--- config.mk ---
export PLATFORM = sky130hd
export DESIGN_NAME = instr_encoder
export DESIGN_NICKNAME = d
export VERILOG_FILES = /design/src/rtl/instr_encoder.sv
export SDC_FILE = /design/constraint.sdc
export NUM_CORES = 1
export LEC_CHECK = 0
export ABC_AREA = 1
export BUFFER_PORTS_ARGS = -buffer_cell sky130_fd_sc_hd__clkbuf_2
export CELL_PAD_IN_SITES_DETAIL_PLACEMENT = 1
export CELL_PAD_IN_SITES_GLOBAL_PLACEMENT = 2
export CORE_MARGIN = 2
export CORE_UTILIZATION = 22
export DETAILED_ROUTE_END_ITERATION = 8
export GPL_ROUTABILITY_DRIVEN = 1
export HOLD_SLACK_MARGIN = 0.08
export PLACE_DENSITY = 0.84
export SLEW_MARGIN = 20
export SYNTH_ARGS = -nofsm -noshare
export SYNTH_HDL_FRONTEND = slang
export SYNTH_SLANG_ARGS = --single-unit
--- constraint.sdc ---
create_clock -name clk -period 1.76 [get_ports clk]
set_input_delay 0.176 -clock clk [delete_from_list [all_inputs] [get_ports clk]]
set_output_delay 0.176 -clock clk [all_outputs]
set_load 0.01 [all_outputs]
--- src/rtl/instr_encoder.sv ---
// instr_encoder: encodes MIPS-style R/I/J instructions and writes them sequentially
// into instruction memory through a single-word handshake port.
module instr_encoder #(
   parameter logic [31:0] BASE_ADDR = 32'h0000_0000,
   parameter int          MAX_WORDS = 64
) (
   input  logic        clk,
   input  logic        reset,
   input  logic        in_valid,
   output logic        in_ready,
   input  logic [3:0]  in_kind,
   input  logic [4:0]  in_rs,
   input  logic [4:0]  in_rt,
   input  logic [4:0]  in_rd,
   input  logic [15:0] in_imm,
   input  logic [25:0] in_target,
   input  logic        clear,
   output logic        mem_we,
   output logic [31:0] mem_addr,
   output logic [31:0] mem_wdata,
   input  logic        mem_ready,
   output logic [7:0]  count,
   output logic        full,
   output logic        err
);
   typedef enum logic {IDLE, SEND} state_t;
   state_t state, state_nx;
   logic accept, legal;
   logic [5:0] code;
   logic [31:0] word;
   assign full = count == 8'(MAX_WORDS);
   assign in_ready = state == IDLE && !full && !clear;
   assign accept = in_valid && in_ready;
   assign legal = in_kind < 4'd12;
   // kinds 0-4 carry a funct code, 5-10 an I-type opcode, 11 the J-type opcode
   always_comb begin
      case (in_kind)
         4'd0:    code = 6'h20;
         4'd1:    code = 6'h22;
         4'd2:    code = 6'h24;
         4'd3:    code = 6'h25;
         4'd4:    code = 6'h2A;
         4'd5:    code = 6'h23;
         4'd6:    code = 6'h2B;
         4'd7:    code = 6'h04;
         4'd8:    code = 6'h05;
         4'd9:    code = 6'h08;
         4'd10:   code = 6'h0D;
         4'd11:   code = 6'h02;
         default: code = 6'h00;
      endcase
   end
   assign word = in_kind < 4'd5  ? {6'b0, in_rs, in_rt, in_rd, 5'b0, code} :
                 in_kind < 4'd11 ? {code, in_rs, in_rt, in_imm} : {code, in_target};
   always_ff @(posedge clk) begin
      if (!reset) state <= IDLE;
      else        state <= state_nx;
   end
   always_comb begin
      state_nx = state == IDLE ? (accept && legal ? SEND : IDLE) : (mem_ready ? IDLE : SEND);
   end
   always_comb begin
      mem_we = state == SEND;
   end
   always_ff @(posedge clk) begin
      if (!reset) begin
         mem_addr  <= BASE_ADDR;
         mem_wdata <= '0;
         count     <= '0;
         err       <= 1'b0;
      end else begin
         if (accept && legal) begin
            mem_wdata <= word;
            mem_addr  <= BASE_ADDR + {22'b0, count, 2'b00};
         end
         if (accept && !legal) err <= 1'b1;
         if (state == IDLE && clear) begin
            count <= '0;
            err   <= 1'b0;
         end
         if (state == SEND && mem_ready) count <= count + 8'd1;
      end
   end
endmodule

==> flow_summary.yaml <==
setup_path:
  regToRegEndpoint: "mem_wdata[22]"
  end_kind: "output port"
  critPathTopFamily: "flip-flops"
  crit_chain: "inv_1 -> ha_1 -> inv_1 -> nor2_1 -> nand2_2 -> inv_2 -> nor3_2 -> buf_2"
  arrival_ns: 1.42
  r2r-start: "count[0]"
  reg2reg_depth: 10
  crit_buf_inv: 4
  slowest_stage: "dfxtp_2"
  timing_worst_setup_path_type: "reg -> out"
  worst_setup_path_start_kind: "flop"
  max_stage_delay_ns: 0.36
  rrSetupSlack_ns: 0.22
  cp.required_ns: 1.58
  crit_fanout: 5
  cpMostUsedCell: "inv_1"
route:
  drt_iter0_markers: 90
  via_per_inst: 4.03
  ant_nets: 0
  via_count: 3203
  routedWlPerCell_um: 11.6
  first_pass_iters: 4
  drc_errors: 0
  wl_mm: 9.20
hold_path:
  hold_end: "mem_we"
  worstHoldPathType: "in -> reg"
  worstHoldPathCells: 4
  worstHoldStart: "mem_ready"
place:
  dp_hpwl_mm: 7.17
  post_dp_cell_area_mm2: 0.00366
  io_buffer_count: 116
  gp_congestion: 0.817
final_layout:
  utilization_pct: 29.1
  n_antenna_cell: 0
  finalInstanceArea_mm2: 0.00385
  drive_above_1_share_pct: 23.4
  nets: 689
  area_growth_pct: 29.1
global_routing:
  gr-usage-all-layers_pct: 13.0
  grt_pass1_vias: 3267
  gr-total-overflow: 0
  antenna_found_initial: 0
  grt_pass1_wl_mm: 15.5
  grt_max_degree: 44
timing:
  period_share_pct: 90.7
  hold_viol_final: 0
  drv_slew: 0
  max_freq_ghz: 0.626
  rsz0062_at_grt: "false"
  finalCriticalPeriod_ns: 1.60
  setup_tns_ns: 0
  finalSetupViolations: 0
  clock_skew_ns: 0.00626
pwr:
  power_density_mw_per_mm2: 765
  total_power_mw: 2.94
  leakage_nw: 2.26
  ir_drop_mv: 0.352
floorplanning:
  core_region_area_mm2: 0.0132
  core.rowCount: 42
  die_area_mm2: 0.0145
  ioPinCount: 142
  start_util_pct: 22.5
  die-width_um: 120
  die_h_um: 120
cts:
  cts_root_buf: "clkbuf_16"
  clk_pin_slew_worst_paths_ns: 0.07
  clkLatencyLatePin_ns: 0.28
  cts_tree: "built"
  cts_hold_buf: 0
  cts.sinks: 49
  clockBufferDepth: 2
  cts_buffers: 5
  htreeDepth: 2
logic_synthesis:
  synth_cell_types: 24
  syn_inst: 507
  yosysWarnings: 0
  syn_area_per_cell_um2: 5.88
  syn_area_mm2: 0.00298
  yosysSeqAreaShare_pct: 32.9
  ys_seq_elements: 49
run_status:
  status: "finished, final reports clean"
flow_run:
  cap_violations: 0
worst max-delay path by stage:
stage               start            end  depth (start not counted)
2_1_floorplan    count[0]    mem_addr[4]                         10
5_1_grt          count[0]    mem_addr[6]                         10
3_5_place_dp   in_kind[0]  mem_wdata[17]                         10
6_report         count[0]       in_ready                          8
3_3_place_gp   in_kind[0]  mem_wdata[17]                         10
4_1_cts          count[1]       in_ready                          8
cells by family (layout without fill, tap and decap cells):
logic type | after synthesis | after routing | share of synthesized area [%]
AND/OR/NAND/NOR | 294 | 294 | 38.8
buffers and inverters | 126 | 214 | 20.2
flip-flops | 49 | 49 | 32.9
AO/OA/AOI/OAI | 32 | 32 | 5.79
adder cells (fa/ha/maj) | 5 | 5 | 2.10
other | 1 | 25 | 0.126
worst register-to-register path: cells and delay by family (launching register included):
kind,cells,cell delay [ns]
flops,1,0.34
buf+inv,3,0.39
simple gates,6,0.55
fa+ha+maj,1,0.15
sequential cells by signal, indices dropped and copies added (netlist names):
name / cells
mem_wdata: 31
count: 8
mem_addr: 8
err: 1
mem_we: 1
cell type report:
class,count,area [µm²]
fillers,1786,9390
multi-input cells,356,1500
flip-flops and latches,49,983
repair buffers,125,664
inverters,81,304
well taps,176,220
clock buffers,6,139
clock inverters,2,37.5
layer usage:
metal / wire length [µm] / track usage (%)
met1: 4300 / 17.0
met2: 4240 / 22.5
met3: 593 / 2.55
met4: 70 / 2.33
met5: 0 / 0
stage by stage:
step | instances | hold slack (ns) | setup WS (ns)
detailed placement | 787 | 0.443 | 0.0994
CTS | 795 | 0.171 | 0.0123
global route | 795 | 0.207 | 0.0115
floorplan | 531 | 0.335 | 0.263
finish | 795 | 0.174 | 0.163
global placement | 787 | 0.440 | 0.163
report_power, final:
part           switching, mW  total, mW  leakage (nW)  internal [mW]
logic                  0.367      0.588          1.77          0.221
registers             0.0367       1.21         0.402           1.17
clock network          0.437       1.15        0.0831          0.710
layout by cell type, fill, tap and decap left out, types with 3 or more instances in the layout:
cell type    n
inv_1       77
nand2_2      3
clkbuf_16    5
nor2_1      87
o21ai_0      6
a211oi_1     3
nand2_1    182
dfxtp_1     47
a21oi_1     19
inv_2        4
conb_1      25
clkbuf_2   115
nand3_1     13
buf_4        7
nor3_1       3
ha_1         5
what timing repair did:
action,in CTS,in global routing
setup buffers,0,0
setup endpoints to repair,0,19
resized for setup,0,6
cell usage after synthesis:
cell	n	share of area [%]
nor2_1	87	11
o211ai_1	1	0.25
nor3_1	4	0.67
dfxtp_1	49	33
a21oi_1	19	3.2
a211oi_1	3	0.76
inv_2	3	0.38
nand3b_1	1	0.25
nor2_4	1	0.38
o21bai_1	1	0.25
o21ai_0	6	1.0
conb_1	1	0.13
nand2_2	3	0.63
buf_6	2	0.76
clkbuf_1	5	0.63
nand4_1	2	0.42
nand3_1	13	2.2
ha_1	5	2.1
nand4_2	1	0.42
inv_1	78	9.8
nand2_1	182	23
o21ai_1	2	0.34
buf_4	27	6.8
buf_2	11	1.8
No activity file was read; power rests on OpenSTA's default activity.
